File: src/rtl/win7_frame_scheduler_pkg.sv
// Shared constants, FSM state type and counter-width helper for the 7x7 frame scheduler.
package win7_pkg;

    localparam int K    = 7;
    localparam int HALO = 3;

    typedef enum logic [2:0] {
        IDLE,
        FILL,
        RUN,
        FLUSH,
        DONE
    } state_e;

    function automatic int win7_cnt_w(input int n);
        return (n > 1) ? $clog2(n) : 1;
    endfunction

endpackage

File: src/rtl/win7_frame_scheduler_if.sv
// Column-stream and window handshake bundle between line buffers, scheduler and filter.
interface win7_frame_scheduler_if #(
    parameter int RW = 8,
    parameter int CW = 8
);
    logic          start_i;
    logic          valid_i;
    logic          ready_o;
    logic          shift_en_o;
    logic          win_valid_o;
    logic          win_ready_i;
    logic [RW-1:0] row_o;
    logic [CW-1:0] col_o;
    logic          busy_o;
    logic          done_o;

    modport master (
        output start_i, valid_i, win_ready_i,
        input  ready_o, shift_en_o, win_valid_o, row_o, col_o, busy_o, done_o
    );

    modport slave (
        input  start_i, valid_i, win_ready_i,
        output ready_o, shift_en_o, win_valid_o, row_o, col_o, busy_o, done_o
    );
endinterface

File: src/rtl/win7_frame_scheduler_raster_counter.sv
// Raster position counters: advance on enable, wrap columns into rows, flag the last pixel.
module win7_raster_counter #(
    parameter int ROWS = 256,
    parameter int COLS = 256,
    parameter int RW   = 8,
    parameter int CW   = 8
) (
    input  logic          clk,
    input  logic          rst,
    input  logic          clr_i,
    input  logic          en_i,
    output logic [RW-1:0] r_o,
    output logic [CW-1:0] c_o,
    output logic          last_o
);
    logic [RW-1:0] r_q, r_d;
    logic [CW-1:0] c_q, c_d;

    always_comb begin
        r_d = r_q;
        c_d = c_q;
        if (clr_i) begin
            r_d = '0;
            c_d = '0;
        end else if (en_i) begin
            if (c_q == CW'(COLS - 1)) begin
                c_d = '0;
                // Row saturates at the bottom edge; the FSM stops accepting there anyway.
                if (r_q != RW'(ROWS - 1)) r_d = r_q + RW'(1);
            end else begin
                c_d = c_q + CW'(1);
            end
        end
    end

    always_ff @(posedge clk or negedge rst) begin
        if (!rst) begin
            r_q <= '0;
            c_q <= '0;
        end else begin
            r_q <= r_d;
            c_q <= c_d;
        end
    end

    assign r_o    = r_q;
    assign c_o    = c_q;
    assign last_o = (r_q == RW'(ROWS - 1)) && (c_q == CW'(COLS - 1));
endmodule

File: src/rtl/win7_frame_scheduler.sv
// Frame scheduler for the 7x7 window path: FSM, window handshake and shift enable.
// Optional stall-cycle counter output enabled by defining WIN7_STALL_CNT_EN.
module win7_frame_scheduler
    import win7_pkg::*;
#(
    parameter int ROWS = 256,
    parameter int COLS = 256
) (
    input  logic                  clk,
    input  logic                  rst,
    win7_frame_scheduler_if.slave bus
`ifdef WIN7_STALL_CNT_EN
    ,
    output logic [31:0]           stall_cnt_o
`endif
);
    localparam int RW = win7_cnt_w(ROWS);
    localparam int CW = win7_cnt_w(COLS);

    if (ROWS < K || COLS < K) begin : g_bad_dims
        $error("win7_frame_scheduler: ROWS and COLS must both be at least 7");
    end

    state_e        state_q;
    logic          win_valid_q, busy_q, done_q;
    logic [RW-1:0] row_q, r;
    logic [CW-1:0] col_q, c;
    logic          ready, accept, win_set, last, clr;

    assign ready   = ((state_q == FILL) || (state_q == RUN)) && (!win_valid_q || bus.win_ready_i);
    assign accept  = bus.valid_i && ready;
    assign win_set = accept && (r >= RW'(K - 1)) && (c >= CW'(K - 1));
    assign clr     = (state_q == IDLE) && bus.start_i;

    win7_raster_counter #(
        .ROWS(ROWS), .COLS(COLS), .RW(RW), .CW(CW)
    ) u_cnt (
        .clk    (clk),
        .rst    (rst),
        .clr_i  (clr),
        .en_i   (accept),
        .r_o    (r),
        .c_o    (c),
        .last_o (last)
    );

    always_ff @(posedge clk or negedge rst) begin
        if (!rst) begin
            state_q     <= IDLE;
            win_valid_q <= 1'b0;
            row_q       <= '0;
            col_q       <= '0;
            busy_q      <= 1'b0;
            done_q      <= 1'b0;
        end else begin
            // A new window overrides the consume so back-to-back windows need no bubble.
            if (win_set) begin
                win_valid_q <= 1'b1;
                row_q       <= r - RW'(HALO);
                col_q       <= c - CW'(HALO);
            end else if (bus.win_ready_i) begin
                win_valid_q <= 1'b0;
            end
            case (state_q)
                IDLE: if (bus.start_i) begin
                    state_q <= FILL;
                    busy_q  <= 1'b1;
                end
                FILL: if (accept && (r == RW'(K - 1)) && (c == '0)) state_q <= RUN;
                RUN:  if (accept && last) state_q <= FLUSH;
                FLUSH: if (win_valid_q && bus.win_ready_i) begin
                    state_q <= DONE;
                    done_q  <= 1'b1;
                end
                DONE: begin
                    state_q <= IDLE;
                    busy_q  <= 1'b0;
                    done_q  <= 1'b0;
                end
                default: state_q <= IDLE;
            endcase
        end
    end

    assign bus.ready_o     = ready;
    assign bus.shift_en_o  = accept;
    assign bus.win_valid_o = win_valid_q;
    assign bus.row_o       = row_q;
    assign bus.col_o       = col_q;
    assign bus.busy_o      = busy_q;
    assign bus.done_o      = done_q;

`ifdef WIN7_STALL_CNT_EN
    logic [31:0] stall_cnt_q;

    always_ff @(posedge clk or negedge rst) begin
        if (!rst) begin
            stall_cnt_q <= '0;
        end else if (clr) begin
            stall_cnt_q <= '0;
        end else if (win_valid_q && !bus.win_ready_i && (stall_cnt_q != '1)) begin
            stall_cnt_q <= stall_cnt_q + 32'd1;
        end
    end

    assign stall_cnt_o = stall_cnt_q;
`endif
endmodule

File: src/flat_wrapper.sv
// flat-port wrapper written by rule: the top's interface ports become plain ports
module win7_frame_scheduler_flat import win7_pkg::*;
#(
    parameter int ROWS = 256,
    parameter int COLS = 256
)
  (clk, rst, bus_start_i, bus_valid_i, bus_win_ready_i, bus_ready_o, bus_shift_en_o, bus_win_valid_o, bus_row_o, bus_col_o, bus_busy_o, bus_done_o);
  win7_frame_scheduler_if #(.RW((win7_cnt_w(ROWS))), .CW((win7_cnt_w(COLS)))) bus_i ();
  input  logic clk;
  input  logic rst;
  input wire logic [$bits(bus_i.start_i)-1:0] bus_start_i;
  input wire logic [$bits(bus_i.valid_i)-1:0] bus_valid_i;
  input wire logic [$bits(bus_i.win_ready_i)-1:0] bus_win_ready_i;
  output wire logic [$bits(bus_i.ready_o)-1:0] bus_ready_o;
  output wire logic [$bits(bus_i.shift_en_o)-1:0] bus_shift_en_o;
  output wire logic [$bits(bus_i.win_valid_o)-1:0] bus_win_valid_o;
  output wire logic [$bits(bus_i.row_o)-1:0] bus_row_o;
  output wire logic [$bits(bus_i.col_o)-1:0] bus_col_o;
  output wire logic [$bits(bus_i.busy_o)-1:0] bus_busy_o;
  output wire logic [$bits(bus_i.done_o)-1:0] bus_done_o;
  assign bus_i.start_i = bus_start_i;
  assign bus_i.valid_i = bus_valid_i;
  assign bus_i.win_ready_i = bus_win_ready_i;
  assign bus_ready_o = bus_i.ready_o;
  assign bus_shift_en_o = bus_i.shift_en_o;
  assign bus_win_valid_o = bus_i.win_valid_o;
  assign bus_row_o = bus_i.row_o;
  assign bus_col_o = bus_i.col_o;
  assign bus_busy_o = bus_i.busy_o;
  assign bus_done_o = bus_i.done_o;
  win7_frame_scheduler #(.ROWS(ROWS), .COLS(COLS)) u_core (.clk(clk), .rst(rst), .bus(bus_i));
endmodule
File: config.mk
export PLATFORM = sky130hd
export DESIGN_NAME = win7_frame_scheduler_flat
export DESIGN_NICKNAME = d
export VERILOG_FILES = /design/src/rtl/win7_frame_scheduler_pkg.sv /design/src/rtl/win7_frame_scheduler_if.sv /design/src/rtl/win7_frame_scheduler_raster_counter.sv /design/src/rtl/win7_frame_scheduler.sv /design/src/flat_wrapper.sv
export SDC_FILE = /design/constraint.sdc
export NUM_CORES = 1
export LEC_CHECK = 0
export BUFFER_PORTS_ARGS = -buffer_cell sky130_fd_sc_hd__buf_2
export CAP_MARGIN = 20
export CORE_MARGIN = 4
export CORE_UTILIZATION = 55
export DETAILED_ROUTE_END_ITERATION = 7
export PLACE_DENSITY = 0.81
export SLEW_MARGIN = 20
export SYNTH_ARGS = -nofsm -noshare
export SYNTH_HDL_FRONTEND = slang
export SYNTH_HIERARCHICAL = 1
export SYNTH_SLANG_ARGS = --single-unit
File: constraint.sdc
create_clock -name clk -period 4.06 [get_ports clk]
set_clock_uncertainty 0.05 [all_clocks]
set_input_delay 1.015 -clock clk [delete_from_list [all_inputs] [get_ports clk]]
set_output_delay 1.015 -clock clk [all_outputs]
set_load 0.02 [all_outputs]
## Word level (Yosys, flattened, before mapping)

Cells that the tools add are included.

- Output and inout bits: 21
- Word-level logic and storage cells: 69
- Flip-flop bits (word level): 38

- Reductions and logical operators: 25
- Add/subtract/negate cells: 4
- Mux-type cells: 18
- Order comparisons: 2
- Equal/unequal tests: 12

Operators by type and width:

| operator | number |
|---|---|
| 2-to-1 mux 8 bit | 7 |
| adder 8 x 1 -> 8 bit (second input constant) | 2 |
| == test 8 bit (second input constant) | 2 |
| greater-or-equal comparator 8 x 3 -> 1 bit (second input constant) | 2 |
| subtractor 8 x 2 -> 8 bit (second input constant) | 2 |
| 2-to-1 mux 3 bit | 4 |
| case mux 3 bit (4 select lines) | 1 |
| nonzero test 2 bit | 6 |
| logical AND 1 bit | 10 |
| == test 8 x 3 -> 1 bit (second input constant) | 1 |
| zero test 8 bit | 1 |
| != test 8 bit (second input constant) | 1 |
| == test 3 x 2 -> 1 bit (second input constant) | 2 |
| != test 2 bit (second input constant) | 3 |
| 2-to-1 mux 1 bit | 4 |
| case mux 1 bit (2 select lines) | 2 |
| AND reduction 2 bit | 2 |
| AND reduction 4 bit | 1 |
| == test 3 x 1 -> 1 bit (second input constant) | 1 |
| == test 3 bit (second input constant) | 1 |
| zero test 3 bit | 1 |
| AND reduction 3 bit | 1 |
| logical OR 1 bit | 2 |
| != test 2 x 1 -> 1 bit (second input constant) | 1 |
| zero test 1 bit | 1 |

## Longest topological paths before layout

Gate-level depths: netlist of the first run.

- Word-level depth: 8
- Mapped depth: 10
- Mapped depth without buffers: 8

## Cells and area by module

The synthesis of the first run kept the hierarchy.

By module, submodules not included:

| module | area each (sq um) | instances | seq. area each (sq um) | cells an instance |
|---|---|---|---|---|
| win7_frame_scheduler | 1278.7 | 1 | 550.5 | 111 |
| win7_raster_counter | 909.6 | 1 | 400.4 | 92 |

## Worst setup path after synthesis of the first run

OpenSTA, ideal clock, no wires.

- Kind: input-to-reg
- Start: in bus_valid_i
- End: reg u_core.u_cnt.r_q[5] (netlist: u_core/u_cnt/r_o[5])
- Arrival: 2.731 ns
- Setup slack: 1.159 ns
- Stages: 9
- Data required time: 3.890 ns
- Cells stage by stage: nor2b_1 nor3b_2 buf_6 and4_4 buf_6 o211a_4 buf_6 a21oi_1 a31o_2

- Cells in the longest elaborated chain, start to end: 3

Ends and longest elaborated chain:

| what | RTL line | source |
|---|---|---|
| start, declared | flat_wrapper.sv:12 | `input wire logic [$bits(bus_i.valid_i)-1:0] bus_valid_i;` |
| logical AND 1 bit | win7_frame_scheduler.sv:31 | `assign accept = bus.valid_i && ready;` |
| named net bus_shift_en_o | flat_wrapper.sv:15 | `output wire logic [$bits(bus_i.shift_en_o)-1:0] bus_shift_en_o;` |
| nonzero test 2 bit (no line) | n/a |  |
| AND reduction 3 bit (no line) | n/a |  |
| end signal, assigned | win7_frame_scheduler_raster_counter.sv:41 | `r_q <= r_d;` |
| end, declared | win7_frame_scheduler_raster_counter.sv:16 | `logic [RW-1:0] r_q, r_d;` |

The timed path passes the listed nets, and every way through them passes these cells.
A chain may end at the register's enable or synchronous reset.

## Worst setup path in the final report of the first run

- Start: in bus_valid_i
- End: out bus_shift_en_o

- Cells in the longest elaborated chain, start to end: 1

Ends and longest elaborated chain:

| what | RTL line |
|---|---|
| logical AND 1 bit | win7_frame_scheduler.sv:31 |
| end, declared | flat_wrapper.sv:15 |

Every way passes these cells.

==> reports/metrics.cfg, run 1 <==
[status]
status = completed

[detailed_routing]
routed_wl_um = 4080
route.antenna.remaining_nets = 0
via_count = 1553
drt_iter0_markers = 67
wl_per_cell_um = 14.7
drcViolationCount = 0
viasPerCell = 5.61
drt_pass1_iterations = 4

[worst_setup_path]
crit-reg2reg-capture = u_core/bus.row_o[7]
path_max_fanout = 3
cp.arrival_ns = 1.72
end_kind = primary output
critPathLaunchType = input pin
required_ns = 2.99
cp_cell_sequence = buf_2 -> nor2b_1 -> nor3b_2 -> buf_2
crit_top_cell = buf_2
cp_slowest_cell = nor3b_2
crit_type = in -> out
reg2reg_from = u_core/u_cnt/r_o[6]
timing.reg2reg.setup_slack_ns = 1.65
max_stage_delay_ns = 0.24
reg2reg_depth = 4

[worst_hold_path]
min_delay_path_depth = 1
min-delay-start = u_core/bus.col_o[4]
hp-class = reg -> reg
hold_end = u_core/bus.col_o[4]

[clocking]
ctsLongestPathBuffers = 2
path_clk_slew_ns = 0.07
root_buffer = clkbuf_8
post_cts_buffers = 0
clkSinkCount = 38
hold_buffers = 0
cts_tree = yes
cts-htree-levels = 2
cts_resized = 0
cts_buffers = 5
insertion_delay_ns = 0.29

[power]
irDropWorstVdd_mv = 0.245
powerDensity_nw_per_um2 = 524
p_leak_uw = 0.00108

[sta]
timing.final.ws_setup_ns = 1.27
setup_viol = 0
max_slew.worst_pin.slew_ns = 0.831
slew-limit-headroom_pct = 44.6
min_period_over_period_pct = 68.6
fmax_mhz = 359
finalHoldViolations = 0
tns_ns = 0
slew_viol_final = 0
rsz0062_at_grt = false
period_needed_ns = 2.79

[die]
start_util_pct = 58.5
fp.dieH_um = 71.1
die_width_um = 71.1
dieArea_sq_um = 5050
ios = 26
rows = 22
core_region_area_sq_um = 3740

[grt]
grt_pass1_wl_um = 7150
grt_max_degree = 39
grt-ovfl-total = 0
first_global_vias = 1615
track_usage_pct = 17.8
antenna_found_initial = 0

[logic_synthesis]
yosysTopAreaCell = dfrtp_1
seq_area_frac_synth_pct = 43.5
synth_area_sq_um = 2190
post-synth-top-area-fraction_pct = 43.5
synth_nets = 215
synth-seq-cells = 38
yosysWarnings = 6
synth_edf_count = 0
ys_types = 46
async_flop_share_pct = 100
synth_area_leaders = dfrtp_1, mux2_4, xor2_1
synth.most_common_cell = dfrtp_1
synth_common_cells = dfrtp_1, nor2_1, nand2_1
syn_avg_cell_area_sq_um = 10.8
synthCells = 203
synth_ff_type = dfrtp_1

[finish]
n_fill_cell = 301
multiInputGateArea_sq_um = 1140
nNetsFinal = 240
syn2layout_area_growth_pct = 9.72
drive_above_1_share_pct = 25.8
antenna_cells = 0
regArea_sq_um = 951

[place]
dp_hpwl_um = 2860
dp_slack_ns = 1.23
place.port_buffers = 25
gp_congestion = 0.791

[flow_run]
cap_violations = 0

==> layout make-up <==
cell class | count | share of cell area (%)
clock buffer | 7 | 3.60
clock inverter | 1 | 0.208
inverter | 6 | 0.938
multi-input combinational | 151 | 47.6
sequential | 38 | 39.6
tap | 48 | 2.50
timing repair buffer | 26 | 5.52
==> per-layer routing <==
layer / wire length (um) / track usage, % / vias to the layer above / share of wire [%]
met5: 0 / 0 / - / 0
met4: 59 / 6.68 / 0 / 1.4
met3: 197 / 5.11 / 7 / 4.8
met2: 1970 / 28.0 / 28 / 48
met1: 1850 / 23.4 / 749 / 45
li1: - / - / 769 / -
==> cells by family after synthesis <==
family,count (synthesis),share of synthesized area [%]
buf+inv,14,4.29
compound gates,29,10.1
flops,38,43.5
mux,20,11.4
simple gates,76,19.2
fa+ha+maj,7,4.00
xor+xnor,19,7.60
==> flip-flops by register name, summed over array words and instances, names as in the netlist <==
signal	count
u_core/bus.col_o	8
u_core/bus.row_o	8
u_core/u_cnt/c_o	8
u_core/u_cnt/r_o	8
u_core/state_q	3
u_core/bus.busy_o	1
u_core/bus.done_o	1
u_core/bus.win_valid_o	1
==> worst max-delay path by stage <==
stage	slack, ns	to	startpoint
after floorplan	1.16	u_core/u_cnt/r_o[5]	bus_valid_i
after global placement	1.31	u_core/u_cnt/r_o[3]	bus_valid_i
after detailed placement	1.23	u_core/u_cnt/r_o[3]	bus_valid_i
after CTS	1.27	bus_shift_en_o	bus_valid_i
after global routing	1.19	bus_shift_en_o	bus_valid_i
final	1.27	bus_shift_en_o	bus_valid_i
==> placed cells by master, fill, tap and decap left out, types with 2 or more instances in the layout <==
cell type,count
xor2_1,11
nand3b_1,3
nand4_1,4
nor3b_1,2
o21ai_0,5
dfrtp_1,38
mux2i_1,4
nor2b_1,4
mux2_2,8
a21oi_1,10
nand2b_1,4
clkbuf_8,6
nor3_1,6
xnor2_1,8
nand3_1,4
nand2_1,12
nor2_1,21
and3_1,4
nor4_1,2
ha_1,7
a31o_2,2
or3_1,2
o2111ai_1,2
mux2_4,8
buf_2,25
inv_1,6
nand4b_1,2
==> where the power goes <==
group | leakage [uW] | internal [uW] | switching [uW]
registers | 0.000458 | 461 | 94.5
clock network | 0.0000482 | 137 | 128
logic | 0.000577 | 202 | 236
==> worst max-delay path, delay by kind of cell <==
kind                   cells  cell delay (ns)
buffers and inverters      2             0.27
and+or+nand+nor            2             0.44
==> through the flow <==
step	utilization [%]	power (uW)	hold slack, ns	instances	area [sq um]
floorplan	-	878	0.463	203	2190
global placement	61.7	982	0.433	269	2310
detailed placement	61.7	999	0.441	269	2310
CTS	64.1	1270	0.458	277	2400
global route	64.1	1350	0.473	277	2400
finish	64.1	1260	0.453	277	2400
Power figures use the tool's default switching activity.
==> run 2: changes to the inputs <==
- clock period: 4.06 -> 2.7 ns (I/O delays scaled with it)
==> run 2 against run 1 <==
Non-clock buffer count grew 2. Highest routed layer unchanged. Critical path depth grew 1. Via count grew 3.0%. Wire length increased by 4.6%. Utilization up 0.40 points.
==> reports/metrics.cfg, run 2 (same netlist as run 1, synthesis figures left out) <==
[clocking]
cts_buffers = 5
path_clk_slew_ns = 0.07
cts_resized = 0
post_cts_buffers = 0
cts_tree = yes
clkSinkCount = 38
cts-htree-levels = 2
root_buffer = clkbuf_8
ctsLongestPathBuffers = 2
hold_buffers = 0
insertion_delay_ns = 0.29

[grt]
grt-ovfl-total = 0
grt_max_degree = 39
grt_pass1_wl_um = 7350
track_usage_pct = 18.0
antenna_found_initial = 0
first_global_vias = 1574

[place]
dp_hpwl_um = 2990
place.port_buffers = 25
gp_congestion = 0.861
dp_slack_ns = 0.386

[sta]
rsz0062_at_grt = false
slew-limit-headroom_pct = 44.3
max_slew.worst_pin.slew_ns = 0.835
period_needed_ns = 2.25
tns_ns = 0
slew_viol_final = 0
setup_viol = 0
fmax_mhz = 444
timing.final.ws_setup_ns = 0.447
min_period_over_period_pct = 83.5
finalHoldViolations = 0

[detailed_routing]
wl_per_cell_um = 15.3
routed_wl_um = 4270
drt_pass1_iterations = 4
drt_iter0_markers = 112
route.antenna.remaining_nets = 0
via_count = 1600
viasPerCell = 5.73
drcViolationCount = 0

[die]
ios = 26
dieArea_sq_um = 5050
start_util_pct = 58.5
fp.dieH_um = 71.1
die_width_um = 71.1
core_region_area_sq_um = 3740
rows = 22

[worst_setup_path]
crit_family = simple AND/OR/NAND/NOR gates
path_max_fanout = 17
required_ns = 2.83
crit_type = reg -> reg
crit_buf_inv = 1
end_kind = flip-flop
critPathLaunchType = flip-flop
cp.arrival_ns = 2.38
cp_cell_sequence = or3_1 -> or3_4 -> o211ai_4 -> buf_4 -> mux2_2
max_stage_delay_ns = 0.50
cp_slowest_cell = dfrtp_1

[finish]
nNetsFinal = 242
most-common-layout-cells = dfrtp_1, buf_2, nor2_1
final_common_cell = dfrtp_1
syn2layout_area_growth_pct = 10.4
antenna_cells = 0
drive_above_1_share_pct = 26.4

[power]
irDropWorstVdd_mv = 0.321
powerDensity_nw_per_um2 = 783
p_leak_uw = 0.00109

[status]
status = completed

[flow_run]
cap_violations = 0

[worst_hold_path]
hp-class = in -> async

-- run 2: final timing paths --
| path | start | to | slack [ns] | depth (start not counted) |
|---|---|---|---|---|
| min in group clk | u_core/bus.col_o[4] | u_core/bus.col_o[4] | 0.45 | 1 |
| min reg2reg | u_core/bus.col_o[4] | u_core/bus.col_o[4] | 0.45 | 1 |
| min | rst | u_core/bus.col_o[3] | 0.43 | 1 |
| max reg2reg | u_core/u_cnt/r_o[4] | u_core/bus.row_o[2] | 0.45 | 5 |
| max in group asynchronous | rst | u_core/u_cnt/c_o[7] | 1.64 | 1 |
| max | u_core/u_cnt/r_o[4] | u_core/bus.row_o[2] | 0.45 | 5 |
-- run 2: through the flow --
| step | power [uW] | hold slack, ns | cells | utilization, % | area [sq um] |
|---|---|---|---|---|---|
| 2_1_floorplan | 1320 | 0.329 | 203 | - | 2190 |
| 3_3_place_gp | 1480 | 0.433 | 271 | 62.1 | 2320 |
| 3_5_place_dp | 1500 | 0.443 | 271 | 62.1 | 2320 |
| 4_1_cts | 1910 | 0.451 | 279 | 64.5 | 2420 |
| 5_1_grt | 2010 | 0.475 | 279 | 64.5 | 2420 |
| 6_report | 1890 | 0.435 | 279 | 64.5 | 2420 |
-- run 2: layout make-up --
class	instances	area, sq um
Clock buffer	7	86.3
Clock inverter	1	5.00
Fill cell	297	1330
Inverter	6	22.5
Multi-Input combinational cell	151	1140
Sequential cell	38	951
Tap cell	48	60.1
Timing Repair Buffer	28	148
-- run 2: power breakdown --
| group | switching (uW) | total [uW] | internal, uW | leakage (uW) |
|---|---|---|---|---|
| sequential | 140 | 832 | 693 | 0.000458 |
| clock | 194 | 400 | 206 | 0.0000482 |
| combinational | 353 | 659 | 307 | 0.000587 |
| total | 686 | 1890 | 1210 | 0.00109 |
-- run 2: metal layers --
layer  part of all wire, %  vias to the layer above  track usage [%]
li1                      -                      777                -
met1                    46                      757             24.5
met2                    46                       53             27.8
met3                   5.9                       13             4.83
met4                   1.8                        0             6.26
met5                     0                        -                0
